`config.mk`:
```
export PLATFORM = sky130hd
export DESIGN_NAME = sseg_scan_mux_flat
export DESIGN_NICKNAME = d
export VERILOG_FILES = /design/src/rtl/sseg_scan_mux_if.sv /design/src/rtl/sseg_scan_mux.sv /design/src/flat_wrapper.sv
export SDC_FILE = /design/constraint.sdc
export NUM_CORES = 1
export LEC_CHECK = 0
export BUFFER_PORTS_ARGS = -buffer_cell sky130_fd_sc_hd__buf_2
export CORE_MARGIN = 1
export CORE_UTILIZATION = 45
export CTS_BUF_LIST = sky130_fd_sc_hd__clkbuf_8
export CTS_CLUSTER_SIZE = 24
export DETAILED_ROUTE_END_ITERATION = 16
export PLACE_DENSITY = 0.75
export SYNTH_ARGS = -nofsm -noshare
export SYNTH_HDL_FRONTEND = slang
export SYNTH_SLANG_ARGS = --single-unit
export TNS_END_PERCENT = 100
```
`constraint.sdc`:
```
create_clock -name clk -period 6.7 [get_ports clk]
set_input_delay 1.005 -clock clk [delete_from_list [all_inputs] [get_ports clk]]
set_output_delay 1.005 -clock clk [all_outputs]
set_load 0.01 [all_outputs]
```
`src/rtl/sseg_scan_mux_if.sv`:
```
// Host-side bundle for sseg_scan_mux: frame data and load strobe in, segment/digit pins out.
interface sseg_scan_mux_if #(
    parameter int NUM_DIGITS = 4
);
    logic                      load;
    logic [4*NUM_DIGITS-1:0]   digits_in;
    logic [NUM_DIGITS-1:0]     dp_in;
    logic [NUM_DIGITS-1:0]     blink_mask;
    logic                      blank_lz;
    logic [6:0]                sseg;
    logic                      dp;
    logic [NUM_DIGITS-1:0]     dgt_n;
    logic                      frame_start;

    modport master (
        output load, digits_in, dp_in, blink_mask, blank_lz,
        input  sseg, dp, dgt_n, frame_start
    );

    modport slave (
        input  load, digits_in, dp_in, blink_mask, blank_lz,
        output sseg, dp, dgt_n, frame_start
    );
endinterface

```
`src/rtl/sseg_scan_mux.sv`:
```
// Scanned N-digit seven-segment driver: hex decode, frame double-buffering, leading-zero
// blanking. Per-digit blinking is built only when SSEG_BLINK_EN is defined.
module sseg_scan_mux #(
    parameter int NUM_DIGITS   = 4,
    parameter int REFRESH_DIV  = 50000,
    parameter int BLINK_FRAMES = 32
) (
    input  logic           clk,
    input  logic           rst_n,
    sseg_scan_mux_if.slave bus
);
    localparam int CNT_W = $clog2(REFRESH_DIV);
    localparam int IDX_W = (NUM_DIGITS > 1) ? $clog2(NUM_DIGITS) : 1;
    localparam int DW    = 4 * NUM_DIGITS;
    localparam logic [CNT_W-1:0] CNT_TC   = CNT_W'(REFRESH_DIV - 1);
    localparam logic [IDX_W-1:0] IDX_LAST = IDX_W'(NUM_DIGITS - 1);

    generate
        if (NUM_DIGITS < 1 || NUM_DIGITS > 8 || REFRESH_DIV < 2 || BLINK_FRAMES < 1) begin : g_param_err
            $error("sseg_scan_mux: parameter out of range");
        end
    endgenerate

    function automatic logic [6:0] hex7(input logic [3:0] h);
        case (h)
            4'h0: hex7 = 7'h7E;
            4'h1: hex7 = 7'h30;
            4'h2: hex7 = 7'h6D;
            4'h3: hex7 = 7'h79;
            4'h4: hex7 = 7'h33;
            4'h5: hex7 = 7'h5B;
            4'h6: hex7 = 7'h5F;
            4'h7: hex7 = 7'h70;
            4'h8: hex7 = 7'h7F;
            4'h9: hex7 = 7'h7B;
            4'hA: hex7 = 7'h77;
            4'hB: hex7 = 7'h1F;
            4'hC: hex7 = 7'h0D;
            4'hD: hex7 = 7'h3D;
            4'hE: hex7 = 7'h4F;
            4'hF: hex7 = 7'h47;
            default: hex7 = 7'h00;
        endcase
    endfunction

    logic [CNT_W-1:0]      cnt_q, cnt_d;
    logic [IDX_W-1:0]      idx_q, idx_d;
    logic [DW-1:0]         stg_dig_q, stg_dig_d, shd_dig_q, shd_dig_d;
    logic [NUM_DIGITS-1:0] stg_dp_q, stg_dp_d, shd_dp_q, shd_dp_d;
    logic                  pending_q, pending_d;
    logic [6:0]            sseg_q, sseg_d;
    logic                  dp_q, dp_d;
    logic [NUM_DIGITS-1:0] dgt_n_q, dgt_n_d;
    logic                  fs_q, fs_d;

    logic                  tc_s, wrap_s;
    logic [3:0]            nib_s;
    logic                  dp_bit_s, lz_bit_s, tail_zero_s, dark_s;

`ifdef SSEG_BLINK_EN
    localparam int FRM_W = (BLINK_FRAMES > 1) ? $clog2(BLINK_FRAMES) : 1;
    localparam logic [FRM_W-1:0] FRM_LAST = FRM_W'(BLINK_FRAMES - 1);

    logic [NUM_DIGITS-1:0] stg_blk_q, stg_blk_d, shd_blk_q, shd_blk_d;
    logic [FRM_W-1:0]      frm_q, frm_d;
    logic                  bph_q, bph_d;
    logic                  run_q, run_d;
    logic                  blk_bit_s;
`else
    logic                  unused_blink_s;
    assign unused_blink_s = ^bus.blink_mask;
`endif

    // Scan timing, double-buffer transfer and blink phase bookkeeping.
    always_comb begin
        tc_s      = (cnt_q == CNT_TC);
        wrap_s    = tc_s && (idx_q == IDX_LAST);
        cnt_d     = tc_s ? {CNT_W{1'b0}} : cnt_q + CNT_W'(1);
        if (wrap_s) begin
            idx_d = {IDX_W{1'b0}};
        end else if (tc_s) begin
            idx_d = idx_q + IDX_W'(1);
        end else begin
            idx_d = idx_q;
        end

        stg_dig_d = stg_dig_q;
        stg_dp_d  = stg_dp_q;
        shd_dig_d = shd_dig_q;
        shd_dp_d  = shd_dp_q;
        pending_d = pending_q;
`ifdef SSEG_BLINK_EN
        stg_blk_d = stg_blk_q;
        shd_blk_d = shd_blk_q;
`endif
        // A load coinciding with the frame-start TC goes straight to shadow.
        if (wrap_s && bus.load) begin
            stg_dig_d = bus.digits_in;
            stg_dp_d  = bus.dp_in;
            shd_dig_d = bus.digits_in;
            shd_dp_d  = bus.dp_in;
            pending_d = 1'b0;
`ifdef SSEG_BLINK_EN
            stg_blk_d = bus.blink_mask;
            shd_blk_d = bus.blink_mask;
`endif
        end else if (wrap_s && pending_q) begin
            shd_dig_d = stg_dig_q;
            shd_dp_d  = stg_dp_q;
            pending_d = 1'b0;
`ifdef SSEG_BLINK_EN
            shd_blk_d = stg_blk_q;
`endif
        end else if (bus.load) begin
            stg_dig_d = bus.digits_in;
            stg_dp_d  = bus.dp_in;
            pending_d = 1'b1;
`ifdef SSEG_BLINK_EN
            stg_blk_d = bus.blink_mask;
`endif
        end else begin
            pending_d = pending_q;
        end

`ifdef SSEG_BLINK_EN
        // run_q skips the very first frame start, which closes no frame.
        run_d = run_q;
        frm_d = frm_q;
        bph_d = bph_q;
        if (wrap_s && run_q) begin
            if (frm_q == FRM_LAST) begin
                frm_d = {FRM_W{1'b0}};
                bph_d = ~bph_q;
            end else begin
                frm_d = frm_q + FRM_W'(1);
            end
        end else if (wrap_s) begin
            run_d = 1'b1;
        end else begin
            run_d = run_q;
        end
`endif
    end

    // Select the next digit from the post-update shadow and build the registered pin values.
    always_comb begin
        nib_s       = 4'h0;
        dp_bit_s    = 1'b0;
        lz_bit_s    = 1'b0;
        tail_zero_s = 1'b1;
        for (int i = NUM_DIGITS - 1; i >= 0; i--) begin
            tail_zero_s = tail_zero_s && (shd_dig_d[4*i +: 4] == 4'h0);
            nib_s       = nib_s | ({4{idx_d == IDX_W'(i)}} & shd_dig_d[4*i +: 4]);
            dp_bit_s    = dp_bit_s | ((idx_d == IDX_W'(i)) & shd_dp_d[i]);
            lz_bit_s    = lz_bit_s | ((idx_d == IDX_W'(i)) & tail_zero_s & (i != 0));
        end
`ifdef SSEG_BLINK_EN
        blk_bit_s = 1'b0;
        for (int i = 0; i < NUM_DIGITS; i++) begin
            blk_bit_s = blk_bit_s | ((idx_d == IDX_W'(i)) & shd_blk_d[i]);
        end
        dark_s = bph_d && blk_bit_s;
`else
        dark_s = 1'b0;
`endif
        fs_d = wrap_s;
        if (tc_s) begin
            sseg_d = (dark_s || (bus.blank_lz && lz_bit_s)) ? 7'h00 : hex7(nib_s);
            dp_d   = dark_s ? 1'b0 : dp_bit_s;
            for (int i = 0; i < NUM_DIGITS; i++) begin
                dgt_n_d[i] = (idx_d != IDX_W'(i));
            end
        end else begin
            sseg_d  = sseg_q;
            dp_d    = dp_q;
            dgt_n_d = dgt_n_q;
        end
    end

    // State and output registers.
    always_ff @(posedge clk or negedge rst_n) begin
        if (!rst_n) begin
            cnt_q     <= {CNT_W{1'b0}};
            idx_q     <= IDX_LAST;
            stg_dig_q <= {DW{1'b0}};
            stg_dp_q  <= {NUM_DIGITS{1'b0}};
            shd_dig_q <= {DW{1'b0}};
            shd_dp_q  <= {NUM_DIGITS{1'b0}};
            pending_q <= 1'b0;
            sseg_q    <= 7'h00;
            dp_q      <= 1'b0;
            dgt_n_q   <= {NUM_DIGITS{1'b1}};
            fs_q      <= 1'b0;
`ifdef SSEG_BLINK_EN
            stg_blk_q <= {NUM_DIGITS{1'b0}};
            shd_blk_q <= {NUM_DIGITS{1'b0}};
            frm_q     <= {FRM_W{1'b0}};
            bph_q     <= 1'b0;
            run_q     <= 1'b0;
`endif
        end else begin
            cnt_q     <= cnt_d;
            idx_q     <= idx_d;
            stg_dig_q <= stg_dig_d;
            stg_dp_q  <= stg_dp_d;
            shd_dig_q <= shd_dig_d;
            shd_dp_q  <= shd_dp_d;
            pending_q <= pending_d;
            sseg_q    <= sseg_d;
            dp_q      <= dp_d;
            dgt_n_q   <= dgt_n_d;
            fs_q      <= fs_d;
`ifdef SSEG_BLINK_EN
            stg_blk_q <= stg_blk_d;
            shd_blk_q <= shd_blk_d;
            frm_q     <= frm_d;
            bph_q     <= bph_d;
            run_q     <= run_d;
`endif
        end
    end

    assign bus.sseg        = sseg_q;
    assign bus.dp          = dp_q;
    assign bus.dgt_n       = dgt_n_q;
    assign bus.frame_start = fs_q;
endmodule
```
`src/flat_wrapper.sv`:
```
// flat-port wrapper written by rule: the top's interface ports become plain ports
module sseg_scan_mux_flat 
#(
    parameter int NUM_DIGITS   = 4,
    parameter int REFRESH_DIV  = 50000,
    parameter int BLINK_FRAMES = 32
)
  (clk, rst_n, bus_load, bus_digits_in, bus_dp_in, bus_blink_mask, bus_blank_lz, bus_sseg, bus_dp, bus_dgt_n, bus_frame_start);
  sseg_scan_mux_if #(.NUM_DIGITS(NUM_DIGITS)) bus_i ();
  input  logic clk;
  input  logic rst_n;
  input wire logic [$bits(bus_i.load)-1:0] bus_load;
  input wire logic [$bits(bus_i.digits_in)-1:0] bus_digits_in;
  input wire logic [$bits(bus_i.dp_in)-1:0] bus_dp_in;
  input wire logic [$bits(bus_i.blink_mask)-1:0] bus_blink_mask;
  input wire logic [$bits(bus_i.blank_lz)-1:0] bus_blank_lz;
  output wire logic [$bits(bus_i.sseg)-1:0] bus_sseg;
  output wire logic [$bits(bus_i.dp)-1:0] bus_dp;
  output wire logic [$bits(bus_i.dgt_n)-1:0] bus_dgt_n;
  output wire logic [$bits(bus_i.frame_start)-1:0] bus_frame_start;
  assign bus_i.load = bus_load;
  assign bus_i.digits_in = bus_digits_in;
  assign bus_i.dp_in = bus_dp_in;
  assign bus_i.blink_mask = bus_blink_mask;
  assign bus_i.blank_lz = bus_blank_lz;
  assign bus_sseg = bus_i.sseg;
  assign bus_dp = bus_i.dp;
  assign bus_dgt_n = bus_i.dgt_n;
  assign bus_frame_start = bus_i.frame_start;
  sseg_scan_mux #(.NUM_DIGITS(NUM_DIGITS), .REFRESH_DIV(REFRESH_DIV), .BLINK_FRAMES(BLINK_FRAMES)) u_core (.clk(clk), .rst_n(rst_n), .bus(bus_i));
endmodule
```
Word-level counts from Yosys, hierarchy flattened. Memories as Yosys holds them, arrays and structs flattened. Cells that the tools add are included.

ROM bits: 112. Register bits: 72. Memories kept: 1. Logic and storage cells: 73. Bits of input ports: 28. Output and inout port bits: 13.

Memories: (name not given) (depth 16, width 7, rd ports 1, clocked after Yosys merged registers in 0, wr ports 0, RTL line sseg_scan_mux.sv:25) `case (h)`.

Equal/unequal tests: 9. Muxes and demuxes: 17. Bitwise logic cells: 19. Reductions and logical operators: 14. Add/subtract/negate cells: 2.

Operators with widths (count): $mux W16 (6); $mux W4 (5); $add A16 B1 Y16 const B (1); $and A4 B4 Y4 (4); $eq A16 B16 Y1 const B (1); $logic_not A4 Y1 (3); $or A4 B4 Y4 (3); $and A1 B1 Y1 (7); $mux W7 (1); $eq A2 B2 Y1 const B (3); $logic_and A1 B1 Y1 (6); $or A1 B1 Y1 (5); $mux W2 (2); $ne A2 B1 Y1 const B (2); $ne A2 B2 Y1 const B (2); $reduce_bool A2 Y1 (2); $mux W1 (3); $reduce_bool A3 Y1 (1); $add A2 B1 Y2 const B (1); $eq A2 B1 Y1 const B (1); $logic_not A2 Y1 (1); $reduce_and A2 Y1 (1).

Depth between registers and ports, before layout. Gate-level depths: netlist of run 1.

Word-level depth: 12. Mapped depth: 15. Gate-level depth less buffers: 13.

Worst setup path after synthesis of run 1. No wires, ideal clock.

Kind: register -> register. From: register u_core.cnt_q[7]. To: register u_core.sseg_q[5], in the netlist u_core.bus.sseg[5]. Setup slack: 3.307 ns. Clock period less this slack: 3.393 ns. Buffers on the path: 3. Stages on the path, launching flop included: 15. Data required time: 6.579 ns. Setup time: 0.121 ns. Data arrival time: 3.272 ns. Path through: dfrtp_1 > or4b_4 > or4_1 > buf_2 > buf_6 > buf_6 > nand2_1 > o211ai_1 > a22o_1 > a221oi_4 > inv_1 > ha_1 > nor3_1 > a21o_1 > o21ai_1.

Elaborated cells on any way between the ends: 32. Classes of those cells: eq/ne (4); mux (5); bitwise (12); reduce/logical (10); memory (1).

RTL lines: start, declared (RTL line sseg_scan_mux.sv:46) `logic [CNT_W-1:0] cnt_q, cnt_d;`; start signal, assigned (RTL line sseg_scan_mux.sv:183) `cnt_q <= {CNT_W{1'b0}};`; start signal, assigned (RTL line sseg_scan_mux.sv:202) `cnt_q <= cnt_d;`; $eq A16 B16 Y1 * (RTL line sseg_scan_mux.sv:76) `tc_s = (cnt_q == CNT_TC);`; $logic_and A1 B1 Y1 * (RTL line sseg_scan_mux.sv:77) `wrap_s = tc_s && (idx_q == IDX_LAST);`; $logic_and A1 B1 Y1 (RTL line sseg_scan_mux.sv:107) `end else if (wrap_s && pending_q) begin`; $mux W16 (RTL line sseg_scan_mux.sv:107); $mux W16 * (RTL line sseg_scan_mux.sv:97) `if (wrap_s && bus.load) begin`; named net u_core.shd_dig_d[1] (RTL line sseg_scan_mux.sv:48) `logic [DW-1:0] stg_dig_q, stg_dig_d, shd_dig_q, shd_dig_d;`; $and A4 B4 Y4 * (RTL line sseg_scan_mux.sv:153) `nib_s = nib_s | ({4{idx_d == IDX_W'(i)}} & shd_dig_d[4*i +: 4]);`; $or A4 B4 Y4 * (RTL line sseg_scan_mux.sv:153); $mem_v2 Z16 W7 *; $mux W7 * (RTL line sseg_scan_mux.sv:168) `sseg_d = (dark_s || (bus.blank_lz && lz_bit_s)) ? 7'h00 : hex7(nib_s);`; end signal, assigned (RTL line sseg_scan_mux.sv:209) `sseg_q <= sseg_d;`; end, declared (RTL line sseg_scan_mux.sv:51) `logic [6:0] sseg_q, sseg_d;`.

The timed path passes the listed nets; every way through them passes the cells marked *. A chain may end at the register's enable or synchronous reset.

Worst setup path in the final report of run 1.
From: register u_core.cnt_q[7]. To: register u_core.sseg_q[5], in the netlist u_core.bus.sseg[5].

Elaborated cells on any way between the ends: 32. Classes of those cells: eq/ne (4); mux (5); bitwise (12); reduce/logical (10); memory (1).

RTL lines (RTL line): $eq A16 B16 Y1 * (sseg_scan_mux.sv:76); $logic_and A1 B1 Y1 * (sseg_scan_mux.sv:77); $logic_and A1 B1 Y1 (sseg_scan_mux.sv:107); $mux W16 (sseg_scan_mux.sv:107); $mux W16 * (sseg_scan_mux.sv:97); named net u_core.shd_dig_d[5] (sseg_scan_mux.sv:48); branches (longest 5 deep; another with $mem_v2 Z16 W7); $mux W7 * (sseg_scan_mux.sv:168).

Mark *: on every way through the listed nets, which the timed path passes.

==> out/qor.log, run 1 <==
INFO  clock_tree     clkSlewWorstSetupHoldPaths=80ps
INFO  worst_setup_path max_stage_delay=950ps
INFO  layout         fin_cells=513
INFO  clock_tree     cts_max_path_bufs=2
INFO  place          gpl.final_weighted_congestion=0.880
INFO  routing        detail_route.first_pass.iterations=4
INFO  synthesis      part_of_the_yosys_area_used_for_sequential_elements=0.487
INFO  pwr            power.share.clock=0.436
INFO  layout         mostFrequentLayoutCells=66 x sky130_fd_sc_hd__dfrtp_1, 57 x sky130_fd_sc_hd__nand2_1, 36 x sky130_fd_sc_hd__buf_2
INFO  pwr            switching_power_summed_over_all_nets=0.187mW
INFO  synthesis      xor_xnor_portion_of_the_synthesized_cell_area=0.0283
INFO  pwr            seq_power_share=0.523
INFO  worst_setup_path worst-path-max-fanout=26
INFO  routing        dr_total_vias=2,851
INFO  timing         period_needed=4000ps
INFO  synthesis      ys_warn_count=0
INFO  synthesis      yosys.area_share.adder=0.0270
INFO  place          post_dp_cell_area=3980µm²
INFO  floorplan      floorplan.die_area=8620µm²
INFO  routing        drt-total-wl=7.78mm
INFO  grt            grt_max_degree=73
INFO  floorplan      coreArea=7850µm²
INFO  timing         timing.final.crit_share=0.598
INFO  timing         finClkSkew=12.6ps
INFO  layout         drive_gt1_frac=0.212
INFO  timing         grt_setup_unrepaired=no
INFO  routing        drt_first_iter_violations=189
INFO  clock_tree     post_cts.resized_instances=0
INFO  worst_setup_path required=6930ps
INFO  clock_tree     clk_latency=350ps
INFO  timing         clock.fmax=250MHz
INFO  clock_tree     cts.hold.buffers_added=0
INFO  grt            grt.overflow.total=0
INFO  layout         insertedDiodeCount=0
INFO  clock_tree     cts_root_buffer=sky130_fd_sc_hd__clkbuf_8
INFO  layout         area_growth_syn_to_layout=13.0%
INFO  floorplan      chipHeight=92.8µm
INFO  timing         timing.max_slew.rel_slack=0.262
INFO  routing        drc_errors=0
INFO  job            drv_cap=0
INFO  grt            grt_antenna_before_repair=0
INFO  synthesis      postSynthAreaPerCell=10.0µm²
INFO  pwr            cellPowerDensity=206nW/µm²
INFO  layout         final_core_util=0.535
INFO  pwr            peakVddDrop=0.0879mV
INFO  synthesis      synth_top_family_by_area=simple AND/OR/NAND/NOR gates
INFO  worst_hold_path hold_path_class=reg -> reg
INFO  worst_setup_path crit_path_top_delay_cell=sky130_fd_sc_hd__or4_1
INFO  floorplan      die_w=92.8µm
INFO  synthesis      post_synth_and_or_nand_nor_area_fraction=0.179
INFO  clock_tree     num_cts_buffers=9
INFO  floorplan      rows=32
INFO  synthesis      number_of_synthesized_flops_with_an_enable_pin=0
INFO  timing         report.final.setup_viol=0
INFO  synthesis      muxShareOfSynthArea=0.0634
INFO  floorplan      starting_utilization_of_the_core_area=0.473
INFO  pwr            static_leakage_power=1.92nW
INFO  synthesis      compound_cell_area_share_of_the_yosys_netlist=0.172
INFO  place          port_buffers=36
INFO  worst_setup_path critPathLaunchType=flop
INFO  layout         stdcell_area=4200µm²
INFO  layout         multiInputGateArea=1740µm²
INFO  grt            via_count_of_the_first_global_routing_pass=2,785
INFO  layout         seqCellArea=1810µm²
INFO  layout         finalNetCount=442
INFO  clock_tree     post-cts-setup-buffers=0
INFO  place          sum_of_net_half_perimeters_after_detailed_placement=5.33mm
INFO  synthesis      synth_nets=406
INFO  floorplan      io_count=41
INFO  clock_tree     cts.sinks=72
INFO  pwr            power.internal=0.676mW
INFO  worst_setup_path crit_arrival=4230ps
INFO  synthesis      synthCells=370
INFO  synthesis      synthFlopType=sky130_fd_sc_hd__dfrtp_1
INFO  worst_setup_path buf_inv_stages_crit_path=1
INFO  synthesis      async_flop_share=1.00
INFO  worst_setup_path critical_setup_path_kind=reg -> reg
INFO  synthesis      yosys.cell_types.count=53
INFO  synthesis      netlist_area=3710µm²
INFO  worst_setup_path crit_path_end_kind=flop
INFO  clock_tree     ctsHtreeMaxLevel=3
INFO  clock_tree     cts_tree=built
INFO  routing        vias_per_cell=5.56
INFO  timing         timing_max_transition_violations_final=0
INFO  grt            grt_pass1_wl=13.2mm
INFO  pwr            comb_power_share=0.040
INFO  routing        route.antenna.remaining_nets=0
INFO  layout         layout.filler_cells=696
INFO  timing         hold_fails_final_rpt=0
INFO  run_status     outcome=completed
INFO  timing         setup_tns=0ps
INFO  place          post-place-cells=497
INFO  pwr            power.switching_fraction=0.217
INFO  routing        wl_per_cell=15.2µm
INFO  synthesis      synth-seq-cells=72
INFO  grt            grt_usage=0.196
INFO  worst_setup_path cp_cell_sequence=or4b_4, or4_1, nand2_1, o211ai_1, a22o_1, a221oi_4, inv_1, ha_1, nor3_1, a21o_1, o21ai_1
INFO  layout         mostFrequentLayoutCell=sky130_fd_sc_hd__dfrtp_1
INFO  worst_setup_path worst_path_dominant_cell_family=simple AND/OR/NAND/NOR gates
INFO  timing         tightest_slew=1100ps
[per-layer routing]
layer / GRT usage / wire, µm / vias up
met5: 0 / 0 / -
met3: 0.0419 / 406 / 8
met1: 0.261 / 3550 / 1380
li1: - / - / 1384
met2: 0.314 / 3720 / 79
met4: 0.0692 / 100 / 0
[Yosys cell counts, types with 4 or more instances]
cell type                   n  area, µm²
sky130_fd_sc_hd__clkbuf_1  10       37.5
sky130_fd_sc_hd__inv_1     23       86.3
sky130_fd_sc_hd__or3_1      4       25.0
sky130_fd_sc_hd__a21oi_1    9       45.0
sky130_fd_sc_hd__nor3_1     5       25.0
sky130_fd_sc_hd__o21ai_0   17       85.1
sky130_fd_sc_hd__dfrtp_1   66       1650
sky130_fd_sc_hd__o21a_1     5       37.5
sky130_fd_sc_hd__nand2_1   57        214
sky130_fd_sc_hd__xnor2_1    8       70.1
sky130_fd_sc_hd__xor2_1     4       35.0
sky130_fd_sc_hd__o211ai_1   8       60.1
sky130_fd_sc_hd__nor2b_1    4       25.0
sky130_fd_sc_hd__a32oi_1   15        131
sky130_fd_sc_hd__o211ai_2   5       62.6
sky130_fd_sc_hd__o22a_1     4       35.0
sky130_fd_sc_hd__o21ai_1    9       45.0
sky130_fd_sc_hd__nor4_2     4       50.1
sky130_fd_sc_hd__ha_1       8        100
sky130_fd_sc_hd__nand3_1   10       50.1
sky130_fd_sc_hd__mux2i_1   13        130
sky130_fd_sc_hd__nor2_1    28        105
sky130_fd_sc_hd__dfstp_2    6        158
sky130_fd_sc_hd__mux2_2     8       90.1
[final timing paths]
path | from | end | slack (ps) | cells past startpoint
setup / recovery | u_core.cnt_q[7] | u_core.bus.sseg[5] | 2700 | 11
hold / removal | u_core.cnt_q[0] | u_core.cnt_q[0] | 460 | 1
setup reg to reg | u_core.cnt_q[7] | u_core.bus.sseg[5] | 2700 | 11
hold reg to reg | u_core.cnt_q[0] | u_core.cnt_q[0] | 460 | 1
max in group asynchronous | rst_n | u_core.bus.sseg[5] | 5250 | 2
min in group asynchronous | rst_n | u_core.bus.frame_start | 880 | 2
[cell families (layout without fill, tap and decap cells)]
logic type               count (synthesis)  count (layout)
flip-flops                              72              72
buffers and inverters                   38              79
XOR/XNOR                                12              12
adder cells (fa/ha/maj)                  8               8
multiplexers                            22              22
AND/OR/NAND/NOR                        133             133
AO/OA/AOI/OAI                           85              85
[power by group through the flow]
stage / logic, mW / registers (mW) / clock network, mW
3_5_place_dp: 0.0358 / 0.460 / 0
5_1_grt: 0.0404 / 0.453 / 0.400
4_1_cts: 0.0360 / 0.452 / 0.384
3_3_place_gp: 0.0348 / 0.459 / 0
6_report: 0.0349 / 0.452 / 0.377
2_1_floorplan: 0.0166 / 0.458 / 0
[stage by stage]
step                      setup WS (ps)  hold WS, ps  power, mW
after detailed placement           2570          449      0.496
after floorplan                    3310          425      0.475
after CTS                          2690          459      0.872
after global routing               2420          486      0.894
final                              2700          458      0.863
after global placement             2670          438      0.494
[layout make-up]
cell class                 count  area share
clock buffer                  10      0.0328
clock inverter                 6      0.0197
inverter                      23      0.0206
multi-input combinational    260       0.415
sequential                    72       0.431
tap                          102      0.0304
timing repair buffer          40      0.0501
[registers in the layout, indices dropped and copies added (netlist names)]
name and cells:
u_core.bus.dgt_n 4, u_core.bus.dp 1, u_core.bus.frame_start 1, u_core.bus.sseg 7, u_core.cnt_q 16, u_core.idx_q 2, u_core.pending_q 1, u_core.shd_dig_q 16
u_core.shd_dp_q 4, u_core.stg_dig_q 16, u_core.stg_dp_q 4
Power figures use the tool's default switching activity.
==> inputs of run 2 (changes only) <==
- ABC_AREA: not set -> 1
- PLACE_DENSITY: 0.75 -> 0.77
- clock period: 6.7 -> 3.5 ns (I/O delays scaled with it)
==> run 2 against run 1 <==
Clock power up 110%. Non-clock buffer count up 2. Clock skew down 6.0 ps. Maximum frequency up 31%. Critical endpoint is now u_core.bus.sseg[6]. Routed wire length up 3.1%. Largest power group unchanged.
==> out/qor.log, run 2 <==
INFO  worst_setup_path critical_setup_path_kind=reg -> reg [unchanged]
INFO  grt            grt.overflow.total=0 [unchanged]
INFO  synthesis      postSynthAreaPerCell=8.70µm² [was 10.0 µm²]
INFO  layout         largest_registers_in_the_final_layout=u_core.cnt_q x16, u_core.shd_dig_q x16, u_core.stg_dig_q x16 [unchanged]
INFO  synthesis      number_of_synthesized_flops_with_an_enable_pin=0 [unchanged]
INFO  worst_hold_path hold_path_class=in -> async [was reg -> reg]
INFO  synthesis      netlist_area=3850µm² [was 3710 µm²]
INFO  layout         drive_gt1_frac=0.261 [was 0.212]
INFO  clock_tree     cts.hold.buffers_added=0 [unchanged]
INFO  clock_tree     post-cts-setup-buffers=0 [unchanged]
INFO  routing        vias_per_cell=5.28 [was 5.56]
INFO  grt            via_count_of_the_first_global_routing_pass=3,002 [was 2,785]
INFO  routing        route.antenna.remaining_nets=0 [unchanged]
INFO  timing         grt_setup_unrepaired=no [unchanged]
INFO  worst_setup_path setup_crit_start=u_core.cnt_q[0] [was u_core.cnt_q[7]]
INFO  clock_tree     cts_tree=built [unchanged]
INFO  layout         stdcell_area=4330µm² [was 4200 µm²]
INFO  worst_setup_path crit_path_end_kind=flop [unchanged]
INFO  synthesis      synth-seq-cells=72 [unchanged]
INFO  synthesis      synthFlopType=sky130_fd_sc_hd__dfrtp_1 [unchanged]
INFO  timing         timing.max_slew.rel_slack=0.407 [was 0.262]
INFO  worst_setup_path worst-path-max-fanout=20 [was 26]
INFO  timing         tightest_slew=890ps [was 1100 ps]
INFO  clock_tree     ctsHtreeMaxLevel=3 [unchanged]
INFO  routing        detail_route.first_pass.iterations=4 [unchanged]
INFO  layout         layout.filler_cells=789 [was 696]
INFO  routing        wl_per_cell=13.7µm [was 15.2 µm]
INFO  clock_tree     clkSlewWorstSetupHoldPaths=70ps [was 80 ps]
INFO  routing        drt_first_iter_violations=157 [was 189]
INFO  timing         report.final.setup_viol=0 [unchanged]
INFO  layout         multiInputGateArea=1740µm² [about the same]
INFO  clock_tree     clk_latency=340ps [was 350 ps]
INFO  synthesis      yosys.cell_types.count=35 [was 53]
INFO  floorplan      die_w=94.5µm [was 92.8 µm]
INFO  timing         timing.final.crit_share=0.875 [was 0.598]
INFO  place          gpl.final_weighted_congestion=0.874 [was 0.880]
INFO  floorplan      chipHeight=94.5µm [was 92.8 µm]
INFO  layout         mostFrequentLayoutCells=100 x sky130_fd_sc_hd__nand2_1, 66 x sky130_fd_sc_hd__dfrtp_1, 40 x sky130_fd_sc_hd__inv_1 [was 66 x sky130_fd_sc_hd__dfrtp_1, 57 x sky130_fd_sc_hd__nand2_1, 36 x sky130_fd_sc_hd__buf_2]
INFO  layout         seqCellArea=1810µm² [unchanged]
INFO  synthesis      synthCells=442 [was 370]
INFO  worst_setup_path required=3770ps [was 6930 ps]
INFO  grt            grt_pass1_wl=13.8mm [was 13.2 mm]
INFO  timing         timing_max_transition_violations_final=0 [unchanged]
INFO  pwr            peakVddDrop=0.231mV [was 0.0879 mV]
INFO  synthesis      part_of_the_yosys_area_used_for_sequential_elements=0.470 [was 0.487]
INFO  place          post-place-cells=571 [was 497]
INFO  synthesis      synth_top_cells_by_area=sky130_fd_sc_hd__dfrtp_1 43%, sky130_fd_sc_hd__nand2_1 9.8%, sky130_fd_sc_hd__nand3_1 4.9% [was sky130_fd_sc_hd__dfrtp_1 44%, sky130_fd_sc_hd__nand2_1 5.8%, sky130_fd_sc_hd__dfstp_2 4.2%]
INFO  synthesis      yosys.cell_count.top_type=sky130_fd_sc_hd__nand2_1 [was sky130_fd_sc_hd__dfrtp_1]
INFO  routing        drt-total-wl=8.02mm [was 7.78 mm]
INFO  pwr            cellPowerDensity=397nW/µm² [was 206 nW/µm²]
INFO  grt            grt_usage=0.200 [was 0.196]
INFO  timing         hold_fails_final_rpt=0 [unchanged]
INFO  timing         clock.fmax=326MHz [was 250 MHz]
INFO  floorplan      coreArea=8260µm² [was 7850 µm²]
INFO  floorplan      floorplan.die_area=8920µm² [was 8620 µm²]
INFO  synthesis      ys_warn_count=0 [unchanged]
INFO  floorplan      rows=33 [was 32]
INFO  timing         finClkSkew=6.63ps [was 12.6 ps]
INFO  clock_tree     cts_max_path_bufs=2 [unchanged]
INFO  clock_tree     num_cts_buffers=9 [unchanged]
INFO  timing         setup_tns=0ps [unchanged]
INFO  synthesis      netlist.top_cell.by_area=sky130_fd_sc_hd__dfrtp_1 [unchanged]
INFO  worst_setup_path critPathLaunchType=flop [unchanged]
INFO  layout         mostFrequentLayoutCell=sky130_fd_sc_hd__nand2_1 [was sky130_fd_sc_hd__dfrtp_1]
INFO  place          port_buffers=36 [unchanged]
INFO  routing        dr_total_vias=3,101 [was 2,851]
INFO  clock_tree     cts.sinks=72 [unchanged]
INFO  job            drv_cap=0 [unchanged]
INFO  synthesis      async_flop_share=1.00 [unchanged]
INFO  floorplan      io_count=41 [unchanged]
INFO  worst_setup_path reg2reg_from=u_core.cnt_q[0] [was u_core.cnt_q[7]]
INFO  place          sum_of_net_half_perimeters_after_detailed_placement=5.51mm [was 5.33 mm]
INFO  layout         fin_cells=587 [was 513]
INFO  timing         period_needed=3060ps [was 4000 ps]
INFO  timing         finalHoldWorstSlack=387ps [was 458 ps]
INFO  floorplan      starting_utilization_of_the_core_area=0.466 [was 0.473]
INFO  place          post_dp_cell_area=4100µm² [was 3980 µm²]
INFO  pwr            static_leakage_power=2.14nW [was 1.92 nW]
INFO  worst_setup_path crit_arrival=3330ps [was 4230 ps]
INFO  layout         area_growth_syn_to_layout=12.6% [was 13.0%]
INFO  routing        drc_errors=0 [unchanged]
INFO  grt            grt_antenna_before_repair=0 [unchanged]
INFO  synthesis      portion_of_synthesized_cell_area_occupied_by_the_leading_cell_type=0.429 [was 0.445]
INFO  clock_tree     cts_root_buffer=sky130_fd_sc_hd__clkbuf_8 [unchanged]
INFO  run_status     outcome=completed [unchanged]
INFO  grt            grt_max_degree=73 [unchanged]
INFO  synthesis      synthTopCellsByCount=100 x sky130_fd_sc_hd__nand2_1, 66 x sky130_fd_sc_hd__dfrtp_1, 39 x sky130_fd_sc_hd__inv_1, 38 x sky130_fd_sc_hd__nand3_1, 30 x sky130_fd_sc_hd__nand4_1 [was 66 x sky130_fd_sc_hd__dfrtp_1, 57 x sky130_fd_sc_hd__nand2_1, 28 x sky130_fd_sc_hd__nor2_1, 23 x sky130_fd_sc_hd__inv_1, 17 x sky130_fd_sc_hd__o21ai_0]
INFO  layout         insertedDiodeCount=0 [unchanged]
INFO  synthesis      synth_nets=478 [was 406]
INFO  clock_tree     post_cts.resized_instances=0 [unchanged]
INFO  layout         finalNetCount=513 [was 442]
## run 2: critical path, stage by stage (launching register included)
cell                      delay (ps)
sky130_fd_sc_hd__dfrtp_1         370
sky130_fd_sc_hd__ha_1            220
sky130_fd_sc_hd__nand2_2          80
sky130_fd_sc_hd__nor2_4          130
sky130_fd_sc_hd__nand3_2          80
sky130_fd_sc_hd__nor2_2          150
sky130_fd_sc_hd__nand3_2         410
sky130_fd_sc_hd__nand2_1         170
sky130_fd_sc_hd__nand3_1         160
sky130_fd_sc_hd__nand2_1          90
sky130_fd_sc_hd__nand2_1          60
sky130_fd_sc_hd__nor2_2          250
sky130_fd_sc_hd__inv_1           140
sky130_fd_sc_hd__ha_1            230
sky130_fd_sc_hd__inv_1            90
sky130_fd_sc_hd__nand2_2          70
sky130_fd_sc_hd__nand3_1          90
sky130_fd_sc_hd__nand2_1          50
sky130_fd_sc_hd__o21ai_1         130
## run 2: cell families after synthesis
kind of cell             count (synthesis)  share of synthesized area
flip-flops                              72                      0.470
AND/OR/NAND/NOR                        238                      0.321
adder cells (fa/ha/maj)                  8                     0.0260
multiplexers                            16                     0.0468
buffers and inverters                   68                     0.0771
XOR/XNOR                                 1                    0.00228
AO/OA/AOI/OAI                           39                     0.0563
## run 2: final cells by class
class,instances,area share
Clock buffer,9,0.0286
Tap cell,105,0.0303
Clock inverter,7,0.0257
Multi-Input combinational cell,302,0.402
Sequential cell,72,0.418
Inverter,50,0.0433
Timing Repair Buffer,42,0.0520
## run 2: power by group
part / internal, mW / switching (mW) / total (mW)
clock network: 0.468 / 0.313 / 0.781
logic: 0.0301 / 0.0414 / 0.0716
registers: 0.854 / 0.0107 / 0.865
total: 1.35 / 0.365 / 1.72
## run 2: routing by layer
layer,up-vias,track usage,share of wire
met1,1495,0.264,0.46
li1,1535,-,-
met4,0,0.0644,0.0072
met3,6,0.0330,0.038
met5,-,0,0
met2,65,0.334,0.49
## run 2: stage by stage
| step | setup slack, ps | power (mW) | util |
|---|---|---|---|
| CTS | 463 | 1.73 | 0.524 |
| global placement | 571 | 0.950 | 0.496 |
| finish | 436 | 1.72 | 0.524 |
| floorplan | 1140 | 0.912 | - |
| detailed placement | 480 | 0.954 | 0.496 |
| global route | 35.4 | 1.78 | 0.524 |
## run 2: final timing paths
path                                      endpoint  slack (ps)  depth (start not counted)
worst min-delay path            u_core.bus.sseg[2]         390                          2
worst max register to register  u_core.bus.sseg[6]         440                         18
worst min register to register     u_core.cnt_q[0]         470                          1
min in group clk                u_core.stg_dp_q[1]         410                          3
max in group asynchronous       u_core.stg_dp_q[3]        2540                          2
worst max-delay path            u_core.bus.sseg[6]         440                         18
